--- src/rtl/exc_unit.sv ---
// exc_unit: commit-stage exception/ERET sequencer with irq synchronizer and fetch redirect.
// Sequence is IDLE -> TAKE|ERET -> DRAIN -> REDIR -> IDLE, one cycle per non-idle state.
module exc_unit #(
    parameter logic [31:0] VECTOR_CHK = 32'h00400004
) (
    input  logic        clk,
    input  logic        rst,
    input  logic        ex_valid,
    input  logic [31:0] ex_pc,
    input  logic        syscall_i,
    input  logic        break_i,
    input  logic        teq_i,
    input  logic        eret_i,
    input  logic        irq,
    input  logic [31:0] status,
    input  logic [31:0] exc_addr,
    output logic        exception_o,
    output logic        eret_o,
    output logic [4:0]  cause_o,
    output logic [31:0] epc_o,
    output logic        flush_o,
    output logic        stall_o,
    output logic        redirect_o,
    output logic [31:0] redirect_addr_o,
    output logic [15:0] exc_count_o
);
    typedef enum logic [2:0] {IDLE, TAKE, ERET, DRAIN, REDIR} state_t;

    state_t      state_q, state_d;
    logic [2:0]  irq_sync_q;
    logic        irq_pend_q, irq_pend_d;
    logic [4:0]  cause_q, cause_d;
    logic [31:0] epc_q, epc_d;
    logic [31:0] raddr_q, raddr_d;
    logic [15:0] cnt_q, cnt_d;
    logic        qual, q_sys, q_brk, q_teq, q_irq, take, go_eret, irq_edge;
    logic        unused_status;

    assign unused_status = &{1'b0, status[31:5]};
    assign qual     = (state_q == IDLE) && ex_valid && status[0];
    assign q_sys    = qual && syscall_i && status[1];
    assign q_brk    = qual && break_i && status[2];
    assign q_teq    = qual && teq_i && status[3];
    assign q_irq    = qual && irq_pend_q && status[4];
    assign take     = q_sys || q_brk || q_teq || q_irq;
    assign go_eret  = qual && eret_i && !take;
    // irq_sync_q[1] is the synchronized level, [2] its previous value for edge detection
    assign irq_edge = irq_sync_q[1] && !irq_sync_q[2];

    always_comb begin
        state_d    = state_q;
        cause_d    = cause_q;
        epc_d      = epc_q;
        raddr_d    = raddr_q;
        cnt_d      = cnt_q;
        irq_pend_d = irq_edge || (irq_pend_q && !(state_q == TAKE && cause_q == 5'd0));
        case (state_q)
            IDLE: begin
                state_d = take ? TAKE : go_eret ? ERET : IDLE;
                cause_d = !take ? cause_q : q_sys ? 5'd8 : q_brk ? 5'd9 : q_teq ? 5'd13 : 5'd0;
                epc_d   = take ? ex_pc : epc_q;
            end
            TAKE: begin
                state_d = DRAIN;
                raddr_d = exc_addr;
                cnt_d   = cnt_q + 16'd1;
            end
            ERET: begin
                state_d = DRAIN;
                raddr_d = exc_addr;
            end
            DRAIN:   state_d = REDIR;
            default: state_d = IDLE;
        endcase
    end

    always_ff @(posedge clk or posedge rst) begin
        if (rst) begin
            state_q    <= IDLE;
            irq_sync_q <= 3'b000;
            irq_pend_q <= 1'b0;
            cause_q    <= 5'd0;
            epc_q      <= 32'd0;
            raddr_q    <= 32'd0;
            cnt_q      <= 16'd0;
        end else begin
            state_q    <= state_d;
            irq_sync_q <= {irq_sync_q[1:0], irq};
            irq_pend_q <= irq_pend_d;
            cause_q    <= cause_d;
            epc_q      <= epc_d;
            raddr_q    <= raddr_d;
            cnt_q      <= cnt_d;
        end
    end

    assign exception_o     = state_q == TAKE;
    assign eret_o          = state_q == ERET;
    assign flush_o         = state_q == TAKE || state_q == ERET || state_q == DRAIN;
    assign stall_o         = flush_o;
    assign redirect_o      = state_q == REDIR;
    assign cause_o         = cause_q;
    assign epc_o           = epc_q;
    assign redirect_addr_o = raddr_q;
    assign exc_count_o     = cnt_q;

    // The coprocessor must present the exception vector while an exception is being taken
    vector_ok: assert property (@(posedge clk) disable iff (rst) state_q == TAKE |-> exc_addr == VECTOR_CHK);
endmodule

--- config.mk ---
export PLATFORM = sky130hd
export DESIGN_NAME = exc_unit
export DESIGN_NICKNAME = d
export VERILOG_FILES = /design/src/rtl/exc_unit.sv
export SDC_FILE = /design/constraint.sdc
export NUM_CORES = 1
export LEC_CHECK = 0
export ABC_AREA = 0
export BUFFER_PORTS_ARGS = -buffer_cell sky130_fd_sc_hd__clkbuf_2
export CAP_MARGIN = 10
export CORE_MARGIN = 2
export CORE_UTILIZATION = 30
export CTS_CLUSTER_SIZE = 28
export DETAILED_ROUTE_END_ITERATION = 6
export PLACE_DENSITY = 0.58
export SLEW_MARGIN = 20
export SYNTH_ARGS = -nofsm -noshare
export SYNTH_HDL_FRONTEND = slang
export SYNTH_SLANG_ARGS = --single-unit
--- constraint.sdc ---
create_clock -name clk -period 4.25 [get_ports clk]
set_input_delay 0.2125 -clock clk [delete_from_list [all_inputs] [get_ports clk]]
set_output_delay 0.2125 -clock clk [all_outputs]
set_load 0.01 [all_outputs]
==> qor.yml, run 1 <==
cells_and_area:
  final_common_cell: "clkbuf_2"
  drive_gt1_share_pct: 59.23
  n_antenna_cell: 0
  design_area_um2: 4806
  syn_to_final_growth_pct: 35.49
  most-common-layout-cells: "clkbuf_2 (164), dfrtp_1 (90), mux2_2 (57)"
  nNetsFinal: 517
clocking:
  cts_tree: "built"
  clkLatencyLatePin_ns: 0.33
  ctsResizeCount: 0
  clk_pin_slew_ns: 0.06
  clkSinkCount: 90
  root_buffer: "clkbuf_16"
  cts_buffers: 9
  clk_path_buf_depth: 2
  ctsHtreeMaxLevel: 3
  cts_setup_buffers: 0
floorplanning:
  die_h_um: 112.7
  die-area_um2: 12710
  core_um2: 11470
  rows: 39
  start_util_pct: 30.93
  top_level_ports: 194
  die_x_um: 112.7
routing:
  wl_per_cell_um: 13.51
  viasPerCell: 4.441
  postRouteAntennaNets: 0
  dr.first_iter.drc_count: 48
  wl_mm: 7.563
  drc_errors: 0
  firstDrtPassIters: 4
  route.vias.total: 2487
timing:
  period_share_pct: 54.12
  finalWorstSetupSlack_ns: 1.950
  finalSetupViolations: 0
  maxSlewViolCount: 0
  period_needed_ns: 2.300
  fmax_mhz: 434.8
  max_slew.worst_pin.slew_ns: 0.9808
  setup_tns_ns: 0
  hold_viol_final: 0
  rsz0062_at_grt: "no"
  slew_headroom_pct: 34.46
  skew_ns: 0.004332
worst_setup_path:
  cp_max_fo: 19
  setup.worst_path.class: "flop to flop"
  cp_slowest_cell: "a21oi_4"
  cp_data_required_time_ns: 4.47
  arrival_ns: 2.52
  end_kind: "flop"
  start_kind: "flop"
  crit_chain: "nor3_1, nand3_1, a21oi_4, buf_16, mux2_2"
  slowest_delay_ns: 0.57
global_routing:
  grtUsageTotal_pct: 12.29
  grt_max_degree: 56
  antenna_found_initial: 0
  overflow: 0
  grt_pass1_vias: 2543
  grt_pass1_wl_mm: 12.26
logic_synthesis:
  yosys_warnings: 0
  ys_seq_area_share_pct: 63.49
  synth.area.top_cells: "dfrtp_1 (63%), mux2_2 (18%), xnor2_1 (3.5%), mux2_1 (2.5%), nand2_1 (1.6%)"
  synth.avg_cell_area_um2: 14.60
  synth_area_um2: 3547
  synth_top_area_share_pct: 63.49
  synth_seq_cells: 90
  synth_cell_type_count: 30
  yosysTopAreaCell: "dfrtp_1"
  synthCells: 243
flow_run:
  drv_cap: 0
place:
  io_buffers: 164
  place_hpwl_mm: 5.510
  place_area_um2: 4503
  gp_congestion: 0.7695
  place_ws_ns: 1.651
run_status:
  status: "finished clean"
worst_hold_path:
  min_path_type: "primary input to asynchronous set/reset pin"
power:
  finalPower_mw: 3.648
  powerDensity_nw_per_um2: 759.1
  irDropWorstVdd_v: 0.0003647
  leakage_nw: 2.377
==> registers in the layout (all words and copies together), names as in the netlist <==
name / flops
irq_sync_q: 3
state_q: 3
epc_o: 32
irq_pend_q: 1
redirect_addr_o: 32
cause_o: 3
exc_count_o: 16
==> timing repair <==
action,4_1_cts,5_1_grt
endpoints found under the setup margin,0,0
hold buffers,1,0
hold endpoints to repair,1,0
==> power breakdown <==
part	internal (mW)	switching, mW
logic	0.765	0.707
registers	1.24	0.220
clock network	0.410	0.309
==> synthesized netlist by cell type <==
master	instances
a31o_2	1
ha_1	1
nand3_1	6
buf_4	6
conb_1	1
and4_1	1
mux2_1	8
inv_2	1
inv_1	7
nand2_1	15
or2_2	1
nor3_4	2
nand4_1	4
a222oi_1	1
buf_2	3
o21ai_0	5
nor3_1	4
a21oi_2	1
nor2_1	6
xor2_2	1
mux2_2	57
nor3b_1	1
xnor2_1	14
and3_2	1
xor2_1	1
or3b_1	1
buf_6	1
o41ai_1	1
dfrtp_1	90
and4_4	1
==> routing by layer <==
metal / share of wire (%) / GRT usage, %
met4: 2.1 / 6.179
met1: 42 / 15.13
met5: 0 / 0
met3: 8.4 / 4.178
met2: 47 / 19.32
==> cell type report <==
class,count,area [µm²]
multi-input cells,136,1212
well taps,143,178.9
repair buffers,167,865.8
fillers,1097,6661
clock buffers,13,250.2
flip-flops and latches,90,2252
clock inverters,3,15.01
inverters,8,31.28
==> logic make-up (layout without fill, tap and decap cells) <==
group           Yosys count  count (layout)  share of synthesized area [%]
compound gates            9               9                          1.728
xor+xnor                 16              16                          4.162
fa+ha+maj                 1               1                         0.3527
buf+inv                  18             191                          2.857
flops                    90              90                          63.49
mux                      65              65                          20.64
other cells               1               2                         0.1057
simple gates             43              43                          6.667
==> per-stage QoR <==
stage,util (%),instances,hold slack [ns]
floorplan,-,244,0.2439
global placement,39.27,542,0.3256
detailed placement,39.27,542,0.3314
CTS,41.67,559,0.07428
global route,41.91,560,0.08628
finish,41.91,560,0.04233
==> worst max-delay path: cells and delay by family, from the launching register on <==
kind / cells / cell delay (ns)
compound gates: 1 / 0.57
buf+inv: 1 / 0.23
flops: 1 / 0.46
mux: 1 / 0.35
simple gates: 2 / 0.56
==> final timing paths <==
path | start | to | cells after the start | slack, ns
max | state_q[2] | epc_o[19] | 5 | 1.95
min | rst | redirect_addr_o[22] | 2 | 0.04
max reg2reg | state_q[2] | epc_o[19] | 5 | 1.95
min reg2reg | irq_sync_q[0] | irq_sync_q[1] | 0 | 0.35
max in group asynchronous | rst | redirect_addr_o[15] | 3 | 3.20
min in group clk | ex_pc[6] | epc_o[6] | 2 | 0.10
Note: power is estimated with default switching activity, not from simulation.
==> inputs of run 2 (changes only) <==
--- a/config.mk
+++ b/config.mk
@@ -5,14 +5,14 @@
 export SDC_FILE = /design/constraint.sdc
 export NUM_CORES = 1
 export LEC_CHECK = 0
-export ABC_AREA = 0
+export ABC_AREA = 1
 export BUFFER_PORTS_ARGS = -buffer_cell sky130_fd_sc_hd__clkbuf_2
 export CAP_MARGIN = 10
 export CORE_MARGIN = 2
 export CORE_UTILIZATION = 30
 export CTS_CLUSTER_SIZE = 28
 export DETAILED_ROUTE_END_ITERATION = 6
-export PLACE_DENSITY = 0.58
+export PLACE_DENSITY = 0.57
 export SLEW_MARGIN = 20
 export SYNTH_ARGS = -nofsm -noshare
 export SYNTH_HDL_FRONTEND = slang
==> constraint.sdc (replaced) <==
create_clock -name clk -period 2.3 [get_ports clk]
set_input_delay 0.115 -clock clk [delete_from_list [all_inputs] [get_ports clk]]
set_output_delay 0.115 -clock clk [all_outputs]
set_load 0.01 [all_outputs]
==> run 2 against run 1 <==
Effect of this change:
- worst hold slack worse by 0.022 ns
- synthesized area is 5.1% higher
- sequential power is 80% higher
- count of clock-buffer cells in the layout is 2 lower
- register-to-register slack worse by 1.4 ns
- fmax is 34% higher
- worst setup slack worse by 1.4 ns
- combinational power is 76% higher
- highest routed layer unchanged
==> qor.yml, run 2 <==
global_routing:
  overflow: 0  # unchanged
  grt_max_degree: 57  # was 56
  grtUsageTotal_pct: 15.41  # was 12.29%
  grt_pass1_vias: 3431  # was 2543
  grt_pass1_wl_mm: 15.94  # was 12.26 mm
  antenna_found_initial: 0  # unchanged
worst_setup_path:
  cp_slowest_cell: "dfrtp_1"  # was a21oi_4
  r2r-end: "epc_o[17]"  # was epc_o[19]
  arrival_ns: 1.93  # was 2.52 ns
  end_kind: "flop"  # unchanged
  worst-path-buf-inv: 1  # unchanged
  ff2ff_path_depth: 8  # was 5
  crit_path_start: "state_q[1]"  # was state_q[2]
  r2r_slack_ns: 0.59  # was 1.95 ns
  crit_chain: "nor2_2, nand2_1, nor2_4, o21ai_2, nand2_4, inv_2, nand2_1, nand2_1"  # was nor3_1, nand3_1, a21oi_4, buf_16, mux2_2
  setup.worst_path.class: "flop to flop"  # unchanged
  start_kind: "flop"  # unchanged
  critical-path-top-delay-family: "simple AND/OR/NAND/NOR gates"  # was compound AO/OA/AOI/OAI gates
  reg2reg_from: "state_q[1]"  # was state_q[2]
  cp_data_required_time_ns: 2.52  # was 4.47 ns
  cp_max_fo: 34  # was 19
  cpMostUsedCell: "nand2_1"
  slowest_delay_ns: 0.41  # was 0.57 ns
timing:
  slew_headroom_pct: 54.47  # was 34.46%
  finalSetupViolations: 0  # unchanged
  setup_tns_ns: 0  # unchanged
  maxSlewViolCount: 0  # unchanged
  hold_viol_final: 0  # unchanged
  period_needed_ns: 1.715  # was 2.300 ns
  rsz0062_at_grt: "no"  # unchanged
  period_share_pct: 74.55  # was 54.12%
  fmax_mhz: 583.2  # was 434.8 MHz
  skew_ns: 0.007324  # was 0.004332 ns
  hold_slack_ns: 0.02041  # was 0.04233 ns
  max_slew.worst_pin.slew_ns: 0.6815  # was 0.9808 ns
cells_and_area:
  nNetsFinal: 770  # was 517
  final_common_cell: "nand2_1"  # was clkbuf_2
  fin_cells: 838  # was 560
  multi_input_area_um2: 1260  # was 1212 µm²
  drive_gt1_share_pct: 29.25  # was 59.23%
  fill_cells: 1138  # was 1097
  n_antenna_cell: 0  # unchanged
  most-common-layout-cells: "nand2_1 (240), clkbuf_2 (164), dfrtp_1 (90)"  # was clkbuf_2 (164), dfrtp_1 (90), mux2_2 (57)
  syn_to_final_growth_pct: 52.83  # was 35.49%
  ff_latch_area_um2: 2252  # unchanged
clocking:
  clkSinkCount: 90  # unchanged
  ctsHtreeMaxLevel: 3  # unchanged
  clk_path_buf_depth: 2  # unchanged
  root_buffer: "clkbuf_16"  # unchanged
  cts_setup_buffers: 0  # unchanged
  clkLatencyLatePin_ns: 0.34  # was 0.33 ns
  clk_pin_slew_ns: 0.07  # was 0.06 ns
  cts_buffers: 9  # unchanged
  cts_tree: "built"  # unchanged
logic_synthesis:
  ys_seq_area_share_pct: 60.38  # was 63.49%
  synth_area_um2: 3730  # was 3547 µm²
  yosys_warnings: 0  # unchanged
  synth_top_area_share_pct: 60.38  # was 63.49%
  synthArstFlopShare_pct: 100.0  # unchanged
  yosysMostFrequentCell: "nand2_1"  # was dfrtp_1
  synth.area.top_cells: "dfrtp_1 (60%), nand2_1 (24%), inv_1 (2.6%), nor2_1 (1.5%), xor2_1 (1.4%)"  # was dfrtp_1 (63%), mux2_2 (18%), xnor2_1 (3.5%), mux2_1 (2.5%), nand2_1 (1.6%)
  synth_seq_cells: 90  # unchanged
  synth_common_cells: "nand2_1 (240), dfrtp_1 (90), inv_1 (26)"  # was dfrtp_1 (90), mux2_2 (57), nand2_1 (15)
  synth.avg_cell_area_um2: 8.594  # was 14.60 µm²
  synth_cell_type_count: 26  # was 30
  synth_top_flop_cell: "dfrtp_1"  # unchanged
  synthCells: 434  # was 243
  yosysTopAreaCell: "dfrtp_1"  # unchanged
  synth_edf_count: 0  # unchanged
routing:
  postRouteAntennaNets: 0  # unchanged
  viasPerCell: 4.173  # was 4.441
  dr.first_iter.drc_count: 171  # was 48
  wl_per_cell_um: 12.00  # was 13.51 µm
  route.vias.total: 3497  # was 2487
  firstDrtPassIters: 6  # was 4
  wl_mm: 10.05  # was 7.563 mm
  drc_errors: 0  # unchanged
place:
  dp.cells: 756  # was 542
  place_hpwl_mm: 6.748  # was 5.510 mm
  gp_congestion: 0.8206  # was 0.7695
  io_buffers: 164  # unchanged
power:
  leakage_nw: 3.167  # was 2.377 nW
  irDropWorstVdd_v: 0.0005898  # was 0.0003647 V
  powerDensity_nw_per_um2: 1200  # was 759.1 nW/µm²
floorplanning:
  die_x_um: 115.5  # was 112.7 µm
  start_util_pct: 30.92  # was 30.93%
  top_level_ports: 194  # unchanged
  core_um2: 12060  # was 11470 µm²
  rows: 40  # was 39
  die_h_um: 115.5  # was 112.7 µm
  die-area_um2: 13340  # was 12710 µm²
worst_hold_path:
  min_path_type: "primary input to flop"  # was primary input to asynchronous set/reset pin
  hp-start: "eret_i"
  worstHoldPathCells: 3
  holdPathEnd: "state_q[1]"
run_status:
  status: "finished clean"  # unchanged
flow_run:
  drv_cap: 0  # unchanged
[run 2: cell count changes after synthesis, moves of 3 or more]
cell,delta
inv_1,+19
xor2_1,+5
buf_2,+3
mux2_1,-8
xnor2_1,-12
mux2_2,-57
nor2_1,+9
nand2_1,+225
nand3_1,+4
[run 2: worst register-to-register path, delay by kind of cell, from the launching register on]
family | cells | cell delay [ns]
buffers and inverters | 1 | 0.28
AO/OA/AOI/OAI | 1 | 0.11
AND/OR/NAND/NOR | 6 | 0.80
flip-flops | 1 | 0.41
[run 2: report_power, final]
part           internal [mW]  switching [mW]
registers               2.23           0.397
clock network           1.02           0.615
logic                  0.971            1.60
total                   4.22            2.62
[run 2: worst max path at each step]
stage	end	slack, ns	cells after the start
after floorplan	epc_o[0]	0.96	9
after global placement	epc_o[17]	0.56	8
after detailed placement	epc_o[22]	0.54	8
after CTS	epc_o[22]	0.52	8
after global routing	epc_o[27]	0.33	8
final	epc_o[17]	0.59	8
[run 2: area by class of cell]
type                            count  share of cell area, %
Sequential cell                    90                  39.51
Clock buffer                       11                  4.434
Inverter                           30                  2.041
Timing Repair Buffer              234                  26.73
Multi-Input combinational cell    300                  22.10
Tap cell                          168                  3.687
Clock inverter                      5                  1.493
[run 2: kinds of logic after synthesis]
kind of cell | count (synthesis) | synth area share (%)
simple gates | 279 | 29.89
flops | 90 | 60.38
buf+inv | 45 | 5.937
compound gates | 10 | 1.476
xor+xnor | 8 | 1.879
fa+ha+maj | 1 | 0.3354
other cells | 1 | 0.1005
[run 2: per-stage QoR]
step,instance area [µm²],utilization [%],power [mW],setup slack (ns)
CTS,5700,47.26,6.930,0.5239
floorplan,3737,-,4.151,0.9605
global route,5700,47.26,7.405,0.3311
finish,5700,47.26,6.839,0.5852
global placement,4702,38.98,5.096,0.5629
detailed placement,4702,38.98,5.178,0.5446
[run 2: repair_timing]
| action | in CTS | in global routing |
|---|---|---|
| resized for setup | 0 | 0 |
| hold endpoints to repair | 93 | 0 |
| hold buffers | 66 | 0 |
[run 2: layer usage]
layer / GRT usage [%] / part of all wire (%) / vias up
met1: 18.12 / 43 / 1582
li1: - / - / 1768
met5: 0 / 0 / -
met2: 25.38 / 47 / 127
met3: 5.021 / 7.3 / 20
met4: 7.631 / 2.4 / 0
